==> src/rtl/fp16_log_to_code_search_pkg.sv <==
// Shared constants, FSM encoding and the log-table generator for the fp16 log -> code search.
// Table entry c is fp16(ln(1 + c/2**cw)), round-to-nearest-even, fixed when the design is elaborated.
package fp16_log_to_code_search_pkg;

  localparam int DATA_WIDTH  = 16;
  localparam int CODE_WIDTH  = 8;
  localparam int EXPONENT    = 5;
  localparam int MANTISSA    = 10;
  localparam int EXP_BIAS    = 15;
  localparam int LN_FRAC     = 60;
  localparam logic [EXPONENT-1:0] FP16_EXP_ALL_ONES = 5'h1F;

  typedef enum logic [1:0] {
    ST_IDLE   = 2'd0,
    ST_SEARCH = 2'd1,
    ST_DONE   = 2'd2
  } state_t;

  // ln(1+y) = 2*atanh(z), z = c/(2*2**cw + c) <= 1/3, summed in 60-bit fixed point.
  function automatic logic [DATA_WIDTH-1:0] log_entry(input int unsigned c, input int unsigned cw);
    logic [127:0] z, z2, term, sum, v, m, rem, half;
    int p, e, sh;
    if (c == 0) return '0;
    z    = (128'(c) << LN_FRAC) / 128'((2 << cw) + c);
    z2   = (z * z) >> LN_FRAC;
    term = z;
    sum  = '0;
    for (int n = 1; n < 80; n += 2) begin
      sum  = sum + term / 128'(n);
      term = (term * z2) >> LN_FRAC;
    end
    v = sum << 1;
    p = 0;
    for (int i = 0; i < 128; i++) if (v[i]) p = i;
    sh   = p - MANTISSA;
    m    = v >> sh;
    rem  = v & ((128'd1 << sh) - 128'd1);
    half = 128'd1 << (sh - 1);
    if (rem > half || (rem == half && m[0])) m = m + 128'd1;
    e = p - LN_FRAC;
    if (m[MANTISSA+1]) begin
      m = m >> 1;
      e = e + 1;
    end
    return {1'b0, 5'(e + EXP_BIAS), m[MANTISSA-1:0]};
  endfunction

endpackage

==> src/rtl/fp16_log_to_code_search_rom.sv <==
// Combinational code -> fp16 log table; contents are elaboration-time constants.
module log_table_rom #(
  parameter int CODE_WIDTH = fp16_log_to_code_search_pkg::CODE_WIDTH,
  parameter int DATA_WIDTH = fp16_log_to_code_search_pkg::DATA_WIDTH
) (
  input  logic [CODE_WIDTH-1:0] addr,
  output logic [DATA_WIDTH-1:0] data
);
  import fp16_log_to_code_search_pkg::*;

  logic [DATA_WIDTH-1:0] rom [2**CODE_WIDTH];

  for (genvar i = 0; i < 2**CODE_WIDTH; i++) begin : g_entry
    localparam logic [DATA_WIDTH-1:0] ENTRY = log_entry(i, CODE_WIDTH);
    assign rom[i] = ENTRY;
  end

  assign data = rom[addr];

endmodule

==> src/rtl/fp16_log_to_code_search.sv <==
// Floor search of an fp16 log value over the monotone log table: one code bit per cycle, MSB first.
// One request in flight; the result is held until the consumer takes it.
module fp16_log_to_code_search #(
  parameter int DATA_WIDTH = fp16_log_to_code_search_pkg::DATA_WIDTH,
  parameter int CODE_WIDTH = fp16_log_to_code_search_pkg::CODE_WIDTH
) (
  input  logic                  clk,
  input  logic                  resetn,
  input  logic                  in_valid,
  output logic                  in_ready,
  input  logic [DATA_WIDTH-1:0] in_log,
  output logic                  out_valid,
  input  logic                  out_ready,
  output logic [CODE_WIDTH-1:0] out_code,
  output logic                  out_exact,
  output logic                  out_special
);
  import fp16_log_to_code_search_pkg::*;

  localparam int KW = $clog2(CODE_WIDTH);

  state_t                state_q, state_d;
  logic [DATA_WIDTH-1:0] x_q, rom_data;
  logic [CODE_WIDTH-1:0] code_q, trial;
  logic [KW-1:0]         k_q;
  logic                  ready_q, special_q, exact_q, eq_q;
  logic                  le, hit, load, last;

  assign trial = code_q | (CODE_WIDTH'(1) << k_q);

  log_table_rom #(.CODE_WIDTH(CODE_WIDTH), .DATA_WIDTH(DATA_WIDTH)) u_rom (
    .addr (trial),
    .data (rom_data)
  );

  // Every entry is a positive fp16, so ordering is plain unsigned ordering of the bit patterns.
  assign le   = rom_data <= x_q;
  assign hit  = rom_data == x_q;
  assign load = (state_q == ST_IDLE) && in_valid && ready_q;
  assign last = (state_q == ST_SEARCH) && (k_q == '0);

  // NOTE: give every always_comb output a default first so no path infers a latch.
  always_comb begin
    state_d = state_q;
    case (state_q)
      ST_IDLE:   if (load) state_d = ST_SEARCH;
      ST_SEARCH: if (k_q == '0) state_d = ST_DONE;
      ST_DONE:   if (out_ready) state_d = ST_IDLE;
      default:   state_d = ST_IDLE;
    endcase
  end

  // NOTE: sequential state uses non-blocking assignments only, so every register samples pre-edge values.
  always_ff @(posedge clk or negedge resetn) begin
    if (!resetn) begin
      state_q   <= ST_IDLE;
      ready_q   <= 1'b0;
      x_q       <= '0;
      code_q    <= '0;
      k_q       <= '0;
      special_q <= 1'b0;
      exact_q   <= 1'b0;
      eq_q      <= 1'b0;
    end else begin
      state_q <= state_d;
      ready_q <= (state_d == ST_IDLE);
      if (load) begin
        x_q       <= in_log[DATA_WIDTH-1] ? '0 : in_log;
        code_q    <= '0;
        k_q       <= KW'(CODE_WIDTH - 1);
        special_q <= (in_log[MANTISSA +: EXPONENT] == FP16_EXP_ALL_ONES);
        exact_q   <= 1'b0;
        // table[0] is +0: matches +0 and -0 only; other negatives clamp to code 0 inexactly.
        eq_q      <= (in_log[DATA_WIDTH-2:0] == '0);
      end else if (state_q == ST_SEARCH) begin
        k_q <= k_q - KW'(1);
        if (le) begin
          code_q <= trial;
          eq_q   <= hit;
        end
        if (last) begin
          exact_q <= !special_q && (le ? hit : eq_q);
          if (special_q) code_q <= '1;
        end
      end
    end
  end

  assign in_ready    = ready_q;
  assign out_valid   = (state_q == ST_DONE);
  assign out_code    = code_q;
  assign out_exact   = exact_q;
  assign out_special = special_q;

endmodule

==> config.mk <==
export PLATFORM = sky130hd
export DESIGN_NAME = fp16_log_to_code_search
export DESIGN_NICKNAME = d
export VERILOG_FILES = /design/src/rtl/fp16_log_to_code_search_pkg.sv /design/src/rtl/fp16_log_to_code_search_rom.sv /design/src/rtl/fp16_log_to_code_search.sv
export SDC_FILE = /design/constraint.sdc
export NUM_CORES = 1
export LEC_CHECK = 0
export ABC_AREA = 1
export ABC_CLOCK_PERIOD_IN_PS = 9900
export BUFFER_PORTS_ARGS = -buffer_cell sky130_fd_sc_hd__buf_2
export CORE_MARGIN = 5
export CORE_UTILIZATION = 52
export DETAILED_ROUTE_END_ITERATION = 8
export HOLD_SLACK_MARGIN = 0.03
export PLACE_DENSITY = 0.74
export SETUP_SLACK_MARGIN = 0.2
export SLEW_MARGIN = 20
export SYNTH_ARGS = -nofsm -noshare
export SYNTH_HDL_FRONTEND = slang
export SYNTH_SLANG_ARGS = --single-unit
export TNS_END_PERCENT = 30
==> constraint.sdc <==
create_clock -name clk -period 9.9 [get_ports clk]
set_input_delay 0.495 -clock clk [delete_from_list [all_inputs] [get_ports clk]]
set_output_delay 0.495 -clock clk [all_outputs]
set_load 0.1 [all_outputs]
==> flow_metrics.env <==
export IMPL_drive_above_1_share_pct=7.78
export IMPL_synth_cells=860
export IMPL_clkLatencyLatePin_ns=0.27
export IMPL_synth_most_common_cell="nand2_1"
export IMPL_die_area_mm2=0.0113
export IMPL_cts_hold_buf=0
export IMPL_synth_seq_cells=32
export IMPL_path_clk_slew_ns=0.07
export IMPL_rrSetupSlack_ns=5.34
export IMPL_die_w_um=106
export IMPL_maxCapViolations=0
export IMPL_grt_pass1_vias=5531
export IMPL_yosysWarnings=0
export IMPL_syn_avg_cell_area_um2=5.59
export IMPL_syn_nets=914
export IMPL_yosysTopAreaCellShare_pct=23.2
export IMPL_setup_tns_ns=0
export IMPL_cts_setup_buffers=0
export IMPL_placed_cells=965
export IMPL_grt_pass1_wl_mm=28.7
export IMPL_slowest_stage="inv_1"
export IMPL_cts_tree="done"
export IMPL_cts_buffers=5
export IMPL_clock_fmax_mhz=219
export IMPL_grt_max_degree=56
export IMPL_crit_path_end_kind="flop"
export IMPL_drtPass1Iterations=6
export IMPL_syn_cell_area_mm2=0.00480
export IMPL_critical_path_max_stage_delay_ns=0.60
export IMPL_dp_hpwl_mm=13.0
export IMPL_area_growth_pct=4.14
export IMPL_status="completed"
export IMPL_cts_resized=0
export IMPL_fillers=1008
export IMPL_initial_core_util_pct=52.7
export IMPL_synth_area_leaders="nand2_1 (23%), dfrtp_1 (17%), nand3_1 (13%)"
export IMPL_root_buffer="clkbuf_8"
export IMPL_cp_start_kind="flop"
export IMPL_drtIter0Drc=1026
export IMPL_path_cells="inv_1 > ha_1 > nand2_1 > nand2_1 > buf_4 > inv_1 > nor2_2 > inv_1 > o21ai_1 > a21oi_1 > a21oi_1 > a21oi_1 > ha_1 > nand2_1 > nor3_1 > nand4_1 > nand2_1 > a21oi_1 > nor2_1"
export IMPL_worstMarginPinSlew_ns=1.07
export IMPL_worstRegToRegCells=19
export IMPL_final_antenna_net_count=0
export IMPL_die_height_um=106
export IMPL_min_path_type="input port to asynchronous set/reset pin"
export IMPL_cp_arrival_ns=4.77
export IMPL_drc=0
export IMPL_hold_viol=0
export IMPL_synthArstFlopShare_pct=100
export IMPL_fin_hold_ws_ns=0.273
export IMPL_critPathTopFamily="simple AND/OR/NAND/NOR gates"
export IMPL_drv_slew=0
export IMPL_fin_nets=915
export IMPL_period_share_pct=46.1
export IMPL_clockBufferDepth=2
export IMPL_via_count=6042
export IMPL_synth_top_cell_by_area="nand2_1"
export IMPL_htreeDepth=2
export IMPL_design_core_area_mm2=0.00911
export IMPL_slew_headroom_pct=28.5
export IMPL_cp_num_buf_inv=4
export IMPL_synth_edff_count=0
export IMPL_gr_total_overflow=0
export IMPL_antenna_found_initial=0
export IMPL_finalClockSkew_ns=0.00323
export IMPL_globalplace_congestion=1.14
export IMPL_cts_sinks=32
export IMPL_timing_rr_end="out_code[2]"
export IMPL_totalWireLength_mm=18.0
export IMPL_cp_max_fo=38
export IMPL_synthFlopType="dfrtp_1"
export IMPL_synth_cell_types=34
export IMPL_worstPathRequired_ns=10.11
export IMPL_crit_type="flop to flop"
export IMPL_setup_violations_final=0
export IMPL_r2r_start="k_q[1]"
export IMPL_stdcell_count=972
export IMPL_antenna_cells=0
export IMPL_rsz0062_at_grt="false"
export IMPL_wl_per_cell_um=18.6
export IMPL_synthTopCellsByCount="nand2_1 (297), nand3_1 (126), inv_1 (83)"
export IMPL_final_min_clock_period_ns=4.56
export IMPL_vias_per_cell=6.22
export IMPL_portBuffers=31
export IMPL_ios=32
export IMPL_rows=35
export IMPL_seq_area_frac_synth_pct=16.7
export IMPL_grt_total_usage_pct=31.5
per-stage QoR:
| step | worst slack (ns) | utilization (%) | area, um2 |
|---|---|---|---|
| 2_1_floorplan | 6.18 | - | 4800 |
| 3_3_place_gp | 5.59 | 53.9 | 4910 |
| 3_5_place_dp | 5.59 | 53.9 | 4910 |
| 4_1_cts | 5.52 | 54.9 | 5000 |
| 5_1_grt | 5.07 | 54.9 | 5000 |
| 6_report | 5.34 | 54.9 | 5000 |
registers in the layout (all words and copies together) (netlist names):
signal,cells
x_q,15
out_special,1
in_ready,1
out_code,8
k_q,3
eq_q,1
out_exact,1
state_q,2
how the worst max path moves through the flow:
stage                           start     endpoint  slack [ns]  depth (start not counted)
final                          k_q[1]  out_code[2]        5.34                         19
after global routing           k_q[1]  out_code[7]        5.07                         24
after CTS                      k_q[1]  out_code[2]        5.52                         19
after detailed placement       k_q[1]  out_code[2]        5.59                         24
after global placement         k_q[1]  out_code[4]        5.59                         20
after floorplan           out_code[1]  out_code[2]        6.18                         23
per-layer routing:
| metal | vias to the layer above | GRT usage (%) | wire (um) |
|---|---|---|---|
| met3 | 139 | 5.28 | 2190 |
| met1 | 2603 | 40.9 | 6870 |
| li1 | 2817 | - | - |
| met2 | 483 | 48.1 | 7570 |
| met4 | 0 | 20.1 | 1420 |
| met5 | - | 0 | 0 |
cell type report:
type	count	area (um2)	area share (%)
Timing Repair Buffer	34	178	3.55
Inverter	88	338	6.75
Sequential cell	32	801	16.0
Multi-Input combinational cell	700	3450	69.0
Clock buffer	7	96.3	1.93
Tap cell	111	139	2.78
worst register-to-register path: cells and delay by family, from the launching register on:
family	cells	cell delay, ns
AO/OA/AOI/OAI	5	0.60
adder cells (fa/ha/maj)	2	0.58
flip-flops	1	0.40
AND/OR/NAND/NOR	8	1.67
buffers and inverters	4	1.24
cell usage in the layout (no fill, tap or decap), types with 2 or more instances in the layout:
cell      netlist  layout
clkbuf_8        0       7
dfrtp_1        32      32
nand4_1        10      10
inv_1          83      83
o211ai_1        6       6
nand2_1       297     297
ha_1           34      34
o31ai_1         2       2
a21oi_4         3       3
nand2_4         4       4
o21ai_1         6       6
nand2_2         9       9
nor4_1          2       2
a22oi_1         2       2
o21ai_0        44      44
a31oi_1         4       4
o22ai_1         3       3
buf_2          18      31
nor2_1         62      62
buf_4           5       3
a21oi_1        70      70
nand3_1       126     126
nor3_1          6       6
nor2_2          5       5
inv_2           3       3
cells by family after synthesis:
family / count (synthesis) / synth area share (%)
and+or+nand+nor: 522 / 46.3
AOI/OAI and AO/OA: 144 / 16.6
buffers and inverters: 128 / 11.5
adders and majority gates: 34 / 8.86
DFF: 32 / 16.7
Power is left out: the tool's default activity adds up to more than one toggle a clock period on the data nets, which glitch-free logic cannot reach.
